[src/rtl/cmd_stream_arbiter.sv]
// Packet-atomic round-robin merge of NUM_SRC AXI-Stream command sources; CMD_ARB_WATCHDOG_EN adds stall abort/discard.
// One arbitration bubble, then a zero-cycle data path; downstream tready passes straight through to the granted source.
module cmd_stream_arbiter #(
    parameter int          NUM_SRC     = 2,
    parameter int          TIMEOUT_CYC = 1024,
    parameter logic [31:0] ABORT_WORD  = 32'hDEAD_0000
) (
    input  logic                    axi_tclk_i,
    input  logic                    axi_tresetn_i,
    input  logic [NUM_SRC*32-1:0]   s_axis_tdata,
    input  logic [NUM_SRC-1:0]      s_axis_tvalid,
    input  logic [NUM_SRC-1:0]      s_axis_tlast,
    output logic [NUM_SRC-1:0]      s_axis_tready,
    output logic [31:0]             m_axis_tdata,
    output logic                    m_axis_tvalid,
    output logic                    m_axis_tlast,
    input  logic                    m_axis_tready,
    output logic [1:0]              grant_id,
    output logic                    busy,
    output logic [15:0]             pkt_count,
    output logic                    timeout_err
);

    typedef enum logic [1:0] {ST_IDLE, ST_LOCK, ST_ABORT, ST_DISCARD} state_t;

    state_t      state_q, state_d;
    logic [1:0]  grant_q, grant_d;
    logic [1:0]  last_grant_q, last_grant_d;
    logic [15:0] pkt_cnt_q, pkt_cnt_d;

    // Sources padded to four lanes so the grant index never selects out of range.
    logic [127:0] dat_pad;
    logic [3:0]   vld_pad, last_pad, rdy_pad;
    logic [31:0]  g_dat;
    logic         g_vld, g_last;
    logic [2:0]   cand;
    logic [1:0]   pick;
    logic         found;

`ifdef CMD_ARB_WATCHDOG_EN
    localparam logic [15:0] STALL_LAST = 16'(TIMEOUT_CYC - 1);
    logic [15:0] stall_q, stall_d;
    logic        tout_q, tout_d;
`else
    logic unused_cfg;
    assign unused_cfg = ^{ABORT_WORD, 16'(TIMEOUT_CYC)};
`endif

    always_comb begin
        dat_pad  = '0;
        vld_pad  = '0;
        last_pad = '0;
        dat_pad[NUM_SRC*32-1:0] = s_axis_tdata;
        vld_pad[NUM_SRC-1:0]    = s_axis_tvalid;
        last_pad[NUM_SRC-1:0]   = s_axis_tlast;
        g_dat  = dat_pad[{grant_q, 5'd0} +: 32];
        g_vld  = vld_pad[grant_q];
        g_last = last_pad[grant_q];
    end

    // Round-robin search starting one past the previous winner.
    always_comb begin
        pick  = last_grant_q;
        found = 1'b0;
        cand  = '0;
        for (int k = 1; k <= NUM_SRC; k++) begin
            cand = {1'b0, last_grant_q} + 3'(k);
            if (cand >= 3'(NUM_SRC)) cand = cand - 3'(NUM_SRC);
            if (!found && vld_pad[cand[1:0]]) begin
                pick  = cand[1:0];
                found = 1'b1;
            end
        end
    end

    always_comb begin
        state_d       = state_q;
        grant_d       = grant_q;
        last_grant_d  = last_grant_q;
        pkt_cnt_d     = pkt_cnt_q;
        rdy_pad       = '0;
        m_axis_tvalid = 1'b0;
        m_axis_tdata  = g_dat;
        m_axis_tlast  = g_last;
`ifdef CMD_ARB_WATCHDOG_EN
        stall_d = '0;
        tout_d  = 1'b0;
`endif
        case (state_q)
            ST_IDLE: begin
                if (found) begin
                    grant_d = pick;
                    state_d = ST_LOCK;
                end
            end
            ST_LOCK: begin
                m_axis_tvalid    = g_vld;
                rdy_pad[grant_q] = m_axis_tready;
                if (g_vld && m_axis_tready && g_last) begin
                    last_grant_d = grant_q;
                    pkt_cnt_d    = pkt_cnt_q + 16'd1;
                    state_d      = ST_IDLE;
                end
`ifdef CMD_ARB_WATCHDOG_EN
                // Only a missing source valid counts; downstream backpressure never does.
                else if (!g_vld) begin
                    if (stall_q == STALL_LAST) begin
                        state_d = ST_ABORT;
                        tout_d  = 1'b1;
                    end else begin
                        stall_d = stall_q + 16'd1;
                    end
                end
`endif
            end
`ifdef CMD_ARB_WATCHDOG_EN
            ST_ABORT: begin
                m_axis_tvalid = 1'b1;
                m_axis_tdata  = ABORT_WORD | {30'd0, grant_q};
                m_axis_tlast  = 1'b1;
                if (m_axis_tready) state_d = ST_DISCARD;
            end
            ST_DISCARD: begin
                rdy_pad[grant_q] = 1'b1;
                if (g_vld && g_last) begin
                    last_grant_d = grant_q;
                    state_d      = ST_IDLE;
                end
            end
`endif
            default: state_d = ST_IDLE;
        endcase
    end

    always_ff @(posedge axi_tclk_i or posedge axi_tresetn_i) begin
        if (axi_tresetn_i) begin
            state_q      <= ST_IDLE;
            grant_q      <= '0;
            last_grant_q <= 2'(NUM_SRC - 1);
            pkt_cnt_q    <= '0;
        end else begin
            state_q      <= state_d;
            grant_q      <= grant_d;
            last_grant_q <= last_grant_d;
            pkt_cnt_q    <= pkt_cnt_d;
        end
    end

`ifdef CMD_ARB_WATCHDOG_EN
    always_ff @(posedge axi_tclk_i or posedge axi_tresetn_i) begin
        if (axi_tresetn_i) begin
            stall_q <= '0;
            tout_q  <= 1'b0;
        end else begin
            stall_q <= stall_d;
            tout_q  <= tout_d;
        end
    end
    assign timeout_err = tout_q;
`else
    assign timeout_err = 1'b0;
`endif

    assign s_axis_tready = rdy_pad[NUM_SRC-1:0];
    assign grant_id      = grant_q;
    assign busy          = (state_q != ST_IDLE);
    assign pkt_count     = pkt_cnt_q;

endmodule

[config.mk]
export PLATFORM = sky130hd
export DESIGN_NAME = cmd_stream_arbiter
export DESIGN_NICKNAME = d
export VERILOG_FILES = /design/src/rtl/cmd_stream_arbiter.sv
export SDC_FILE = /design/constraint.sdc
export NUM_CORES = 1
export LEC_CHECK = 0
export CORE_MARGIN = 5
export CORE_UTILIZATION = 35
export DETAILED_ROUTE_END_ITERATION = 16
export GPL_ROUTABILITY_DRIVEN = 0
export PLACE_DENSITY = 0.87
export SLEW_MARGIN = 20
export SYNTH_ARGS = -nofsm -noshare
export SYNTH_HDL_FRONTEND = slang
export SYNTH_SLANG_ARGS = --single-unit
[constraint.sdc]
create_clock -name axi_tclk_i -period 3.9 [get_ports axi_tclk_i]
set_input_delay 0.78 -clock axi_tclk_i [delete_from_list [all_inputs] [get_ports axi_tclk_i]]
set_output_delay 0.78 -clock axi_tclk_i [all_outputs]
set_load 0.02 [all_outputs]
==> out/qor.txt <==
RUN STATUS
-----------------------------------------------------------------------------------------------
Outcome                                                                            finished clean

TIMING
-----------------------------------------------------------------------------------------------
Worst-case hold slack                                                                 0.4829 ns
Final sum of negative setup slack                                                          0 ns
Final min period                                                                       3.087 ns
Minimum setup slack in the final design                                               0.8130 ns
Relative slew slack                                                                      0.4852
Max Clock Freq                                                                       0.3239 GHz
Final Cycle Share                                                                        0.7915
Final Max Slew Viols                                                                          0
Count of final hold-check violations                                                          0
Worst-margin pin slew                                                                 0.7714 ns
RSZ-0062 raised after global routing                                                      false
Number of failing setup endpoints in the final timing report                                  0
Worst Skew                                                                          0.001215 ns

ROUTING
-----------------------------------------------------------------------------------------------
Total number of vias                                                                       1619
DR DRC count                                                                                  0
Sum of routed wire length over all layers                                              5.188 mm
Number of DRC violations after detailed-routing iteration 0                                  86
Number of routed nets with antenna violations                                                 0
Detailed-routing iteration count for the pre-antenna-repair pass                              4
Routed length per placed instance                                                  15.72 microns
Mean number of vias per cell                                                              4.906

FINISH
-----------------------------------------------------------------------------------------------
Number of filler instances in the final layout                                              316
Final instance count without filler cells                                                   330
Antenna diode count                                                                           0
Area growth from synthesis to layout                                                     88.41%
Leading cell types in the layout, fill and taps excluded                           125 x sky130_fd_sc_hd__clkdlybuf4s50_1, 36 x sky130_fd_sc_hd__nor2_1, 33 x sky130_fd_sc_hd__mux2i_1, 19 x sky130_fd_sc_hd__dfrtp_1, 13 x sky130_fd_sc_hd__xnor2_1
Net count reported at finish                                                                353
Area of all sequential standard cells                                               528.0 sq um
Final core occ                                                                           0.6920
Share of cells above drive strength 1                                                   0.04643
Commonest non-fill, non-tap cell in the layout                                     sky130_fd_sc_hd__clkdlybuf4s50_1
Area used by multi-input combinational logic                                        889.6 sq um

CTS
-----------------------------------------------------------------------------------------------
H-Tree Level Count                                                                            1
CTS tree                                                                                    yes
Clock latency of the later-clocked register in the worst-skew pair                      0.26 ns
Clock buffer count from CTS                                                                   3
Number of setup buffers added after CTS                                                       0
Clock input transition at the sequential cells of the worst setup and hold paths        0.07 ns
Clock sinks                                                                                  21
Clock Path Buffers                                                                            2
# resized after CTS                                                                           0
Root Driver                                                                        sky130_fd_sc_hd__clkbuf_8
Hold-fix buffers at CTS                                                                       0

PWR
-----------------------------------------------------------------------------------------------
Pwr dens                                                                           483.8 nW/um^2
Standby leakage power                                                               0.001223 uW
Worst-case vdd ir drop                                                                 264.4 uV

WORST SETUP PATH
-----------------------------------------------------------------------------------------------
Biggest fanout along the worst timing path                                                   23
Cell at the slowest stage of the critical path                                     sky130_fd_sc_hd__dfrtp_2
Critical path start-end classification                                                  reg2out
Worst EP arrival                                                                        2.31 ns
Critical Path End Type                                                             primary output
Maximum cell stage delay along the critical path                                        0.77 ns
Startpoint Class                                                                       register
CP required                                                                             3.12 ns
Start point of the critical path                                                    grant_id[0]
Reg2Reg Launch Point                                                                grant_id[0]
Chain of cells forming the critical path                                           buf_4 > mux2i_1 > nor2_1 > clkdlybuf4s50_1

LOGIC SYNTHESIS
-----------------------------------------------------------------------------------------------
Distinct cells, synth                                                                        30
Count of mapped cells out of synthesis                                                      160
Area of the mapped netlist                                                           1490 sq um
Seq cells post-synth                                                                         21
Count of synthesis-stage warnings from yosys                                                  0
Sequential share of the synthesized area                                                 0.3535
Syn_area_per_cell                                                                   9.314 sq um
Number of nets in the synthesized netlist                                                   232

GLOBAL ROUTING
-----------------------------------------------------------------------------------------------
Number of antenna violations at the first check in global routing                             0
Global-route wire length before repair                                                 7.838 mm
Largest net degree at the start of global routing                                            39
Overall routing resource usage                                                           0.1806
Leftover overflow at the end of global routing                                                0
Vias in the first global route                                                             1668

PLACEMENT
-----------------------------------------------------------------------------------------------
Count of input and output buffers                                                           125
Pre-CTS worst setup slack                                                             0.7994 ns
Detailed placer's ending HPWL                                                          4.252 mm
Placed instance count                                                                       326

FLOORPLAN
-----------------------------------------------------------------------------------------------
Cell row count                                                                               23
Y dimension of the die                                                             75.25 microns
Die X-Extent                                                                       75.25 microns
Die Footprint                                                                        5663 sq um
Top-Level Pins                                                                              127
Effective utilization at floorplan                                                       0.3673
Area of the core                                                                     4058 sq um

MIN PATH
-----------------------------------------------------------------------------------------------
Path type of the worst min-delay path                                                   reg2reg
Hold Path Origin                                                                   pkt_count[15]

RUN
-----------------------------------------------------------------------------------------------
Max Cap Violations                                                                            0

[worst max-delay path: cells and delay by family (launching register included)]
kind / cells / cell delay, ns
buffers and inverters: 2 / 0.96
DFF: 1 / 0.77
muxes: 1 / 0.25
and+or+nand+nor: 1 / 0.06
[worst paths after layout]
| path | endpoint | slack [ns] | depth (start not counted) |
|---|---|---|---|
| max | m_axis_tdata[14] | 0.81 | 4 |
| min | pkt_count[15] | 0.48 | 1 |
| max reg2reg | pkt_count[1] | 1.57 | 3 |
| min reg2reg | pkt_count[15] | 0.48 | 1 |
| max in group asynchronous | grant_id[0] | 2.41 | 2 |
| min in group asynchronous | pkt_count[5] | 0.96 | 2 |
[Yosys cell counts]
| cell | n | area [sq um] |
|---|---|---|
| sky130_fd_sc_hd__xor2_1 | 2 | 17.52 |
| sky130_fd_sc_hd__a21oi_1 | 1 | 5.000 |
| sky130_fd_sc_hd__and4_1 | 2 | 17.52 |
| sky130_fd_sc_hd__buf_2 | 2 | 10.01 |
| sky130_fd_sc_hd__nand2_1 | 3 | 11.26 |
| sky130_fd_sc_hd__mux2_2 | 2 | 22.52 |
| sky130_fd_sc_hd__ha_1 | 1 | 12.51 |
| sky130_fd_sc_hd__buf_6 | 1 | 11.26 |
| sky130_fd_sc_hd__nor4_4 | 2 | 42.54 |
| sky130_fd_sc_hd__nand4b_1 | 1 | 8.760 |
| sky130_fd_sc_hd__clkbuf_1 | 6 | 22.52 |
| sky130_fd_sc_hd__dfstp_2 | 1 | 26.28 |
| sky130_fd_sc_hd__dfrtp_1 | 20 | 500.5 |
| sky130_fd_sc_hd__buf_4 | 2 | 15.01 |
| sky130_fd_sc_hd__nor3_1 | 1 | 5.000 |
| sky130_fd_sc_hd__nand4_1 | 4 | 25.02 |
| sky130_fd_sc_hd__nor2_1 | 36 | 135.1 |
| sky130_fd_sc_hd__o21ai_0 | 3 | 15.01 |
| sky130_fd_sc_hd__inv_1 | 4 | 15.01 |
| sky130_fd_sc_hd__mux2i_1 | 33 | 330.3 |
| sky130_fd_sc_hd__a32o_1 | 1 | 10.01 |
| sky130_fd_sc_hd__nor2b_1 | 1 | 6.260 |
| sky130_fd_sc_hd__and2_1 | 1 | 6.260 |
| sky130_fd_sc_hd__o21a_1 | 1 | 7.510 |
| sky130_fd_sc_hd__conb_1 | 1 | 3.750 |
| sky130_fd_sc_hd__and3_1 | 6 | 37.54 |
| sky130_fd_sc_hd__nand3b_1 | 1 | 7.510 |
| sky130_fd_sc_hd__nand3_1 | 7 | 35.03 |
| sky130_fd_sc_hd__mux2i_2 | 1 | 13.76 |
| sky130_fd_sc_hd__xnor2_1 | 13 | 113.9 |
[per-stage QoR]
| step | cell area, sq um | total power [uW] |
|---|---|---|
| after floorplan | 1490 | 821.2 |
| after global placement | 2761 | 1213 |
| after detailed placement | 2761 | 1224 |
| after CTS | 2808 | 1371 |
| after global routing | 2808 | 1432 |
| final | 2808 | 1358 |
[area by class of cell]
class,instances,share of cell area
timing repair buffer,127,0.4510
multi-input combinational,124,0.3168
sequential,21,0.1881
tap,50,0.02228
clock buffer,3,0.01471
inverter,4,0.005348
clock inverter,1,0.001783
[per-layer routing]
metal | part of all wire | wire, microns | track usage
met1 | 0.37 | 1927 | 0.2113
met3 | 0.11 | 596 | 0.06542
met2 | 0.50 | 2601 | 0.3172
met5 | 0 | 0 | 0
met4 | 0.012 | 63 | 0.03883
[cell families after synthesis]
group / Yosys count / share of synthesized area
multiplexers: 36 / 0.2460
AO/OA/AOI/OAI: 6 / 0.02518
flip-flops: 21 / 0.3535
XOR/XNOR: 15 / 0.08816
buffers and inverters: 15 / 0.04953
AND/OR/NAND/NOR: 65 / 0.2267
other: 1 / 0.002516
adder cells (fa/ha/maj): 1 / 0.008395
[sequential cells by signal, indices dropped and copies added, names as in the netlist]
register      cells
state_q           1
grant_id          2
pkt_count        16
last_grant_q      2
[where the power goes]
group,switching [uW],internal (uW)
combinational,408,459
clock,71.1,71.2
sequential,92.3,256
No activity file was read; power rests on OpenSTA's default activity.
